File: config.mk
export PLATFORM = sky130hd
export DESIGN_NAME = servo_pwm_driver
export DESIGN_NICKNAME = d
export VERILOG_FILES = /design/src/rtl/servo_pwm_driver.sv
export SDC_FILE = /design/constraint.sdc
export NUM_CORES = 1
export LEC_CHECK = 0
export CAP_MARGIN = 5
export CORE_MARGIN = 1
export CORE_UTILIZATION = 35
export CTS_CLUSTER_DIAMETER = 120
export CTS_CLUSTER_SIZE = 12
export DETAILED_ROUTE_END_ITERATION = 16
export HOLD_SLACK_MARGIN = 0.12
export PLACE_DENSITY = 0.55
export SLEW_MARGIN = 20
export SYNTH_ARGS = -nofsm -noshare
export SYNTH_HDL_FRONTEND = slang
export SYNTH_SLANG_ARGS = --single-unit
File: constraint.sdc
create_clock -name clk -period 5.6 [get_ports clk]
set_input_delay 1.4 -clock clk [delete_from_list [all_inputs] [get_ports clk]]
set_output_delay 1.4 -clock clk [all_outputs]
set_load 0.05 [all_outputs]
File: src/rtl/servo_pwm_driver.sv
// Sign/magnitude PWM driver for the IPD servo controller output: saturates the
// request, reloads duty once per period, inserts a dead period on reversal.
module servo_pwm_driver #(
  parameter int cant_bits  = 16,
  parameter int PWM_BITS   = 10,
  parameter int PERIOD     = 1000,
  parameter int SHIFT      = 5,
  parameter int SAMPLE_DIV = 4
) (
  input  logic                        clk,
  input  logic                        rst,
  input  logic                        en,
  input  logic signed [cant_bits-1:0] u_in,
  input  logic                        u_valid,
  output logic                        ctrl_en,
  output logic                        pwm_out,
  output logic                        dir_out,
  output logic                        per_start,
  output logic [PWM_BITS-1:0]         duty_act,
  output logic                        sat_flag
);

  localparam int IDX_W = (SAMPLE_DIV > 1) ? $clog2(SAMPLE_DIV) : 1;

  typedef enum logic [1:0] {IDLE, RUN, DEAD} state_t;

  state_t              state, state_nxt;
  logic [PWM_BITS-1:0] cnt, cnt_nxt;
  logic [IDX_W-1:0]    per_idx, idx_nxt;
  logic [PWM_BITS-1:0] pend_duty, cap_duty, ld_duty, duty_nxt;
  logic                pend_dir, cap_sat, ld_dir, dir_nxt, wrap, capture;

  function automatic logic [cant_bits-2:0] abs_sat(input logic signed [cant_bits-1:0] u);
    logic signed [cant_bits-1:0] neg;
    neg = -u;
    if (!u[cant_bits-1]) return u[cant_bits-2:0];
    if (neg[cant_bits-1]) return '1;  // most-negative input has no positive twin
    return neg[cant_bits-2:0];
  endfunction

  // Returns {saturated, duty}
  function automatic logic [PWM_BITS:0] clamp_duty(input logic [cant_bits-2:0] mag);
    logic [cant_bits-2:0] req;
    req = mag >> SHIFT;
    if (int'(req) > PERIOD) return {1'b1, PWM_BITS'(PERIOD)};
    return {1'b0, PWM_BITS'(req)};
  endfunction

  always_comb begin
    {cap_sat, cap_duty} = clamp_duty(abs_sat(u_in));
    capture   = en & u_valid;
    // A capture on the wrap cycle must reach the boundary load directly
    ld_duty   = capture ? cap_duty : pend_duty;
    ld_dir    = capture ? u_in[cant_bits-1] : pend_dir;
    wrap      = (cnt == PWM_BITS'(PERIOD - 1));
    cnt_nxt   = wrap ? '0 : cnt + 1'b1;
    idx_nxt   = per_idx;
    if (wrap) idx_nxt = (per_idx == IDX_W'(SAMPLE_DIV - 1)) ? '0 : per_idx + 1'b1;
    state_nxt = state;
    duty_nxt  = duty_act;
    dir_nxt   = dir_out;
    if (wrap) begin
      case (state)
        RUN: begin
          dir_nxt = ld_dir;
          if (ld_dir == dir_out || duty_act == '0) begin
            duty_nxt = ld_duty;
          end else begin
            state_nxt = DEAD;
            duty_nxt  = '0;
          end
        end
        DEAD: begin
          state_nxt = RUN;
          duty_nxt  = ld_duty;
        end
        default: ;
      endcase
    end
  end

  always_ff @(posedge clk) begin
    if (rst) begin
      state     <= IDLE;
      cnt       <= '0;
      per_idx   <= '0;
      pend_duty <= '0;
      pend_dir  <= 1'b0;
      duty_act  <= '0;
      dir_out   <= 1'b0;
      pwm_out   <= 1'b0;
      ctrl_en   <= 1'b0;
      per_start <= 1'b0;
      sat_flag  <= 1'b0;
    end else if (!en) begin
      state     <= IDLE;
      cnt       <= '0;
      per_idx   <= '0;
      pend_duty <= '0;
      pend_dir  <= 1'b0;
      duty_act  <= '0;
      pwm_out   <= 1'b0;
      ctrl_en   <= 1'b0;
      per_start <= 1'b0;
    end else begin
      if (u_valid) begin
        pend_duty <= cap_duty;
        pend_dir  <= u_in[cant_bits-1];
        sat_flag  <= cap_sat;
      end
      if (state == IDLE) begin
        state     <= RUN;
        cnt       <= '0;
        per_idx   <= '0;
        per_start <= 1'b1;
        ctrl_en   <= 1'b1;
        pwm_out   <= 1'b0;
      end else begin
        state     <= state_nxt;
        cnt       <= cnt_nxt;
        per_idx   <= idx_nxt;
        duty_act  <= duty_nxt;
        dir_out   <= dir_nxt;
        per_start <= (cnt_nxt == '0);
        ctrl_en   <= (cnt_nxt == '0) && (idx_nxt == '0);
        pwm_out   <= (state_nxt == RUN) && (cnt_nxt < duty_nxt);
      end
    end
  end

endmodule

-- After elaboration in Yosys (flattened, before gate mapping)
Cells that the tools add are included.
- register bits: 40
- logic and storage cells: 60
- add/sub/neg operators: 3
- magnitude comparators: 2
- equal/unequal tests: 6
- mux-type cells: 23
- bitwise operators: 3
- reductions and logical operators: 11
- operator list (cell ; count):
    $mux 15 ; 4
    $mux 10 ; 4
    $mux 11 ; 2
    $logic_not 10->1 ; 2
    $pmux 10 s2 ; 1
    $neg 16->16 ; 1
    $add 10x1->10 const B ; 1
    $eq 10x10->1 const B ; 1
    $gt 10x10->1 const B ; 1
    $lt 10x10->1 ; 1
    $mux 2 ; 4
    $mux 1 ; 7
    $eq 2x1->1 const B ; 2
    $eq 2x2->1 const B ; 2
    $logic_not 2->1 ; 2
    $pmux 2 s2 ; 1
    $reduce_and 4->1 ; 1
    $reduce_or 3->1 ; 1
    $add 2x1->2 const B ; 1
    $logic_and 1x1->1 ; 2
    $not 1->1 ; 2
    $reduce_and 2->1 ; 1
    $reduce_or 2->1 ; 1
    $and 1x1->1 ; 1
    other kinds (2) ; 2

-- Longest topological paths before layout
- depth after elaboration: 14
- depth in mapped cells: 18
- depth with buffers taken out: 16

-- Worst setup path after synthesis
Ideal clock, no wire load.
- path type: input-to-reg
- start: input u_in[8]
- end: register pwm_out
- library setup time: 0.074 ns
- arrival: 4.797 ns
- data required time: 5.526 ns
- slack: 0.728 ns
- stages on the path: 17
- path buffers: 1
- path through: or4_1 buf_2 or4_4 mux2_4 and4_4 o211ai_4 and2_1 a211oi_1 a21oi_1 ha_1 a21o_1 a21o_1 a21oi_1 o211ai_1 a211oi_1 nand2_1 o21ai_0
- cells in the longest elaborated chain, start to end: 14
- elaborated cells on any way between the ends: 16
- ends and longest elaborated chain (what ; line ; text):
    start: declaration ; 13 ; input logic signed [cant_bits-1:0] u_in,
    $neg 16->16 ; 35 ; neg = -u;
    $mux 1 (2 in series) ; 37 ; if (neg[cant_bits-1]) return '1;
    $mux 15 ; 38 ; return neg[cant_bits-2:0];
    $mux 15 (*) ; 37 ;
    $gt 10x10->1 ; 45 ; if (int'(req) > PERIOD) return {1'b1, PWM_BITS'(PERIOD)};
    $mux 1 ; 45 ;
    $mux 11 (*) ; 46 ; return {1'b0, PWM_BITS'(req)};
    $mux 10 (*) ; 53 ; ld_duty = capture ? cap_duty : pend_duty;
    $mux 10 ; 66 ; if (ld_dir == dir_out || duty_act == '0) begin
    $pmux 10 s2 (*) ; 63 ; case (state)
    $mux 10 (*) ; 62 ; if (wrap) begin
    $lt 10x10->1 (*) ; 126 ; pwm_out <= (state_nxt == RUN) && (cnt_nxt < duty_nxt);
    $logic_and 1x1->1 (*) ; 126 ;
    end signal: assignment ; 126 ;
    end: declaration ; 16 ; output logic pwm_out,
Every way passes the cells marked *; elsewhere a longest branch is shown, timed or not. The select of a mux whose other input is x is not followed.
A chain may end at the register's enable or synchronous reset.

-- Worst setup path in the final report
- start: input u_in[14]
- end: register pwm_out
Same word-level chain as after synthesis.

==> impl_results.html <==
<table>
<tr><th>Metric</th><th>Value</th></tr>
<tr><th colspan="2">Timing</th></tr>
<tr><td>Unrepaired setup endpoints after global routing</td><td>false</td></tr>
<tr><td>Setup TNS</td><td>0 ns</td></tr>
<tr><td>Total count of max-transition violations in the final report</td><td>0</td></tr>
<tr><td>Worst-Margin Slew</td><td>a little over 0.6 ns</td></tr>
<tr><td>Worst hold margin</td><td>0.4688 ns</td></tr>
<tr><td>Final setup violation count</td><td>0</td></tr>
<tr><td>Final count of hold timing violations</td><td>0</td></tr>
<tr><td>Setup slack after layout</td><td>roughly 0.31 ns</td></tr>
<tr><td>Worst slew slack as a fraction of its limit</td><td>59.28%</td></tr>
<tr><td>Clock period minus worst slack</td><td>roughly 5.3 ns</td></tr>
<tr><td>Fmax</td><td>about 190 MHz</td></tr>
<tr><td>Fin Clk Skew</td><td>0.009823 ns</td></tr>
<tr><td>Period utilization</td><td>a little over nine tenths</td></tr>
<tr><th colspan="2">Setup path</th></tr>
<tr><td>Arrival time reported for the critical path endpoint</td><td>between 5 and 6 ns</td></tr>
<tr><td>Required time at the worst-slack endpoint</td><td>5.82 ns</td></tr>
<tr><td>Highest fanout seen on the critical path</td><td>6</td></tr>
<tr><td>Worst-case reg-to-reg path depth</td><td>15</td></tr>
<tr><td>Endpoint of the worst register-to-register path</td><td>pwm_out</td></tr>
<tr><td>Critical path endpoint category</td><td>flop</td></tr>
<tr><td>Destination of the critical timing path</td><td>pwm_out</td></tr>
<tr><td>Reg-to-reg setup timing slack</td><td>between 1.5 and 2 ns</td></tr>
<tr><td>FF-to-FF Start</td><td>cnt[0]</td></tr>
<tr><td>CP startpoint</td><td>u_in[14]</td></tr>
<tr><td>Stage delay of the slowest cell on the critical path</td><td>just under 0.7 ns</td></tr>
<tr><td>Cells traversed along the worst timing path</td><td>clkdlybuf4s50_1, or4_1, nor4b_1, nor3_1, and4_4, o211ai_4, and2_1, a211oi_1, a21oi_1, ha_1, a21o_1, a21o_1, a21oi_1, o211ai_1, a211oi_1, nand2_1, o21ai_0</td></tr>
<tr><td>Worst setup path class</td><td>in2reg</td></tr>
<tr><td>Cell type of the slowest stage on the worst timing path</td><td>or4_1</td></tr>
<tr><td>Kind of start point of the critical path</td><td>input pin</td></tr>
<tr><th colspan="2">Placement</th></tr>
<tr><td>IO buf count</td><td>34</td></tr>
<tr><td>Placed wire-length estimate after detailed placement</td><td>just under 5000 um</td></tr>
<tr><td>Pre-CTS WS</td><td>about 0.033 ns</td></tr>
<tr><td>Number of instances in the placed design</td><td>roughly 470</td></tr>
<tr><td>GPL Wtd Cong</td><td>approximately 0.9</td></tr>
<tr><th colspan="2">GRT</th></tr>
<tr><td>Maximum number of pins on one net before global-route repair</td><td>26</td></tr>
<tr><td>Initial antenna violation count</td><td>0</td></tr>
<tr><td>GRT Total Usage</td><td>between 10% and 20%</td></tr>
<tr><td>Overflow left after global routing</td><td>0</td></tr>
<tr><td>Wire length of the first global-routing pass</td><td>approximately 11000 um</td></tr>
<tr><td>Via count of the first global-routing pass</td><td>approximately 2300</td></tr>
<tr><th colspan="2">Power and ir drop</th></tr>
<tr><td>Worst supply voltage drop on vdd</td><td>0.00007266 V</td></tr>
<tr><td>Clock power frac</td><td>about 34%</td></tr>
<tr><td>Fraction of power consumed by combinational cells</td><td>approximately 17%</td></tr>
<tr><td>Switching power share of the total</td><td>26.90%</td></tr>
<tr><td>Leakage power summed over all cells</td><td>approximately 1.2 nW</td></tr>
<tr><td>Register share of total power</td><td>approximately 49%</td></tr>
<tr><td>Cell-internal power</td><td>around 440 uW</td></tr>
<tr><td>Power per unit of standard cell area</td><td>~190 nW/um^2</td></tr>
<tr><td>Psw</td><td>between 150 and 200 uW</td></tr>
<tr><th colspan="2">Yosys</th></tr>
<tr><td>Number of synthesized flops with an enable pin</td><td>0</td></tr>
<tr><td>Yosys cell types</td><td>50</td></tr>
<tr><td>Synth Flop Type</td><td>dfxtp_1</td></tr>
<tr><td>Post-synthesis cell count</td><td>~340</td></tr>
<tr><td>Post-synthesis async set-or-reset flop share</td><td>0%</td></tr>
<tr><td>Yosys synthesis warning count</td><td>0</td></tr>
<tr><td>Number of synthesized register bits</td><td>40</td></tr>
<tr><td>Cell Area, Synth</td><td>between 2000 and 3000 um^2</td></tr>
<tr><td>Synthesized net count</td><td>approximately 370</td></tr>
<tr><td>Mean area per synthesized cell</td><td>7.714 um^2</td></tr>
<tr><td>Sequential area share after synthesis</td><td>30.62%</td></tr>
<tr><th colspan="2">Clock tree</th></tr>
<tr><td>Clock buffers created by TritonCTS</td><td>5</td></tr>
<tr><td>Clock latency reported for the late side of the worst-skew pair</td><td>0.30 ns</td></tr>
<tr><td>Clock root cell</td><td>clkbuf_8</td></tr>
<tr><td>Number of hold buffers added after CTS</td><td>0</td></tr>
<tr><td>Cts repair resizes</td><td>0</td></tr>
<tr><td>Clock buffer depth</td><td>2</td></tr>
<tr><td>Clock tree from TritonCTS</td><td>yes</td></tr>
<tr><td>Clock edge transition at the registers on the reported setup and hold paths</td><td>0.08 ns</td></tr>
<tr><td>CTS H-tree lvls</td><td>2</td></tr>
<tr><td>Post-CTS Repair Setup Buffers</td><td>0</td></tr>
<tr><td>Number of clock sinks seen by CTS</td><td>40</td></tr>
<tr><th colspan="2">Cells and area</th></tr>
<tr><td>Post-synthesis to final-layout area growth</td><td>22.97%</td></tr>
<tr><td>Non-Filler Instances</td><td>about 480</td></tr>
<tr><td>Inserted Diodes</td><td>0</td></tr>
<tr><td>Proportion of layout cells with a drive suffix above 1</td><td>roughly 8.5%</td></tr>
<tr><td>Most common library cell in the layout ignoring fill and taps</td><td>nor2_1</td></tr>
<tr><td>Final Net Count</td><td>411</td></tr>
<tr><td>Filler cell count in the final layout</td><td>approximately 740</td></tr>
<tr><td>Highest-count cells in the layout ignoring fill and taps</td><td>42 x nor2_1, 40 x dfxtp_1, 34 x clkdlybuf4s50_1</td></tr>
<tr><th colspan="2">Floorplan</th></tr>
<tr><td>Overall die area</td><td>a little under 8000 um^2</td></tr>
<tr><td>Starting utilization of the core area</td><td>36.05%</td></tr>
<tr><td>Ports</td><td>35</td></tr>
<tr><td>Chip Width</td><td>just under 90 um</td></tr>
<tr><td>Die Y-Extent</td><td>a little under 90 um</td></tr>
<tr><td>Total core area</td><td>around 7300 um^2</td></tr>
<tr><td>Site Rows</td><td>31</td></tr>
<tr><th colspan="2">Min path</th></tr>
<tr><td>Hold crit path type</td><td>reg2reg</td></tr>
<tr><td>Worst hold start</td><td>pend_duty[0]</td></tr>
<tr><th colspan="2">Route</th></tr>
<tr><td>Antenna violation net count after detailed routing</td><td>0</td></tr>
<tr><td>Initial DRC count</td><td>134</td></tr>
<tr><td>Total iterations of the first detailed-routing run</td><td>4</td></tr>
<tr><td>Vias after detailed routing</td><td>~2500</td></tr>
<tr><td>Drt wl/cell</td><td>about 14 um</td></tr>
<tr><td>DR DRC count</td><td>0</td></tr>
<tr><td>Via density per instance</td><td>5.323</td></tr>
<tr><td>Aggregate routed wire length</td><td>6528 um</td></tr>
<tr><th colspan="2">Run status</th></tr>
<tr><td>Result of the run</td><td>finished clean</td></tr>
<tr><th colspan="2">Run</th></tr>
<tr><td>Number of violations of the max-capacitance limit</td><td>0</td></tr>
</table>
## worst max-delay path, delay by kind of cell
kind / cells / cell delay (ns)
buffers and inverters: 1 / 0.49
AO/OA/AOI/OAI: 9 / 1.44
AND/OR/NAND/NOR: 6 / 1.89
adder cells (fa/ha/maj): 1 / 0.31
## sequential cells by signal, summed over array words and instances, names as in the netlist
name and flops:
per_idx 2, ctrl_en 1, duty_act 10, pend_duty 10, state 2, sat_flag 1, cnt 10, dir_out 1
pwm_out 1, per_start 1, pend_dir 1
## stage by stage
stage | instance area (um^2) | power (mW) | util [%]
after floorplan | 2615 | 0.3575 | -
after global placement | 3126 | 0.3994 | 43.09
after detailed placement | 3126 | 0.3989 | 43.09
after CTS | 3216 | 0.6007 | 44.33
after global routing | 3216 | 0.6244 | 44.33
final | 3216 | 0.5951 | 44.33
## cell usage after synthesis, drive strengths merged, types with 5 or more instances
cell,n,share of area (%)
a31oi,8,1.9
inv,9,1.3
nand2,26,3.7
a21oi,30,5.7
nor4,6,1.4
xnor2,5,1.7
o21a,5,1.4
nor3,11,2.1
nand3,8,1.5
o211ai,6,2.2
nand4,6,1.4
ha,14,6.7
and2,11,2.6
mux2i,9,3.4
clkbuf,15,2.2
o21ai,16,3.1
a211oi,9,2.6
nand2b,9,2.2
dfxtp,40,31
nor2,42,6.0
or3,8,1.9
## power by group through the flow
stage | logic, mW | clock network (mW) | registers [mW]
6_report | 0.0988 | 0.203 | 0.294
5_1_grt | 0.110 | 0.220 | 0.294
4_1_cts | 0.0992 | 0.208 | 0.293
3_5_place_dp | 0.0986 | 0 | 0.300
3_3_place_gp | 0.0993 | 0 | 0.300
2_1_floorplan | 0.0513 | 0 | 0.306
## routing by layer
metal / part of all wire (%) / vias up / GRT usage, %
met3: 5.0 / 4 / 4.104
met1: 51 / 1173 / 26.29
met2: 44 / 64 / 27.20
met4: 0.47 / 0 / 2.199
met5: 0 / - / 0
li1: - / 1298 / -
## how the worst min path moves through the flow
stage                         endpoint  cells past startpoint
after global placement    pend_duty[0]                      2
after CTS                 pend_duty[0]                      2
after detailed placement  pend_duty[0]                      2
after global routing      pend_duty[0]                      2
final                     pend_duty[0]                      2
after floorplan           pend_duty[0]                      2
## area by class of cell
| class | count | area (um^2) | share of cell area (%) |
|---|---|---|---|
| clock buffer | 8 | 90.09 | 2.802 |
| inverter | 9 | 33.78 | 1.051 |
| multi-input combinational | 271 | 1707 | 53.07 |
| sequential | 40 | 800.8 | 24.90 |
| tap | 99 | 123.9 | 3.852 |
| timing repair buffer | 50 | 460.4 | 14.32 |
## kinds of logic (layout without fill, tap and decap cells)
logic type,after synthesis,after routing,share of synthesized area [%]
flip-flops,40,40,30.62
XOR/XNOR,9,9,3.014
buffers and inverters,28,67,4.115
multiplexers,10,10,4.019
AO/OA/AOI/OAI,92,92,22.97
AND/OR/NAND/NOR,146,146,28.57
adder cells (fa/ha/maj),14,14,6.699
Power figures use the tool's default switching activity.
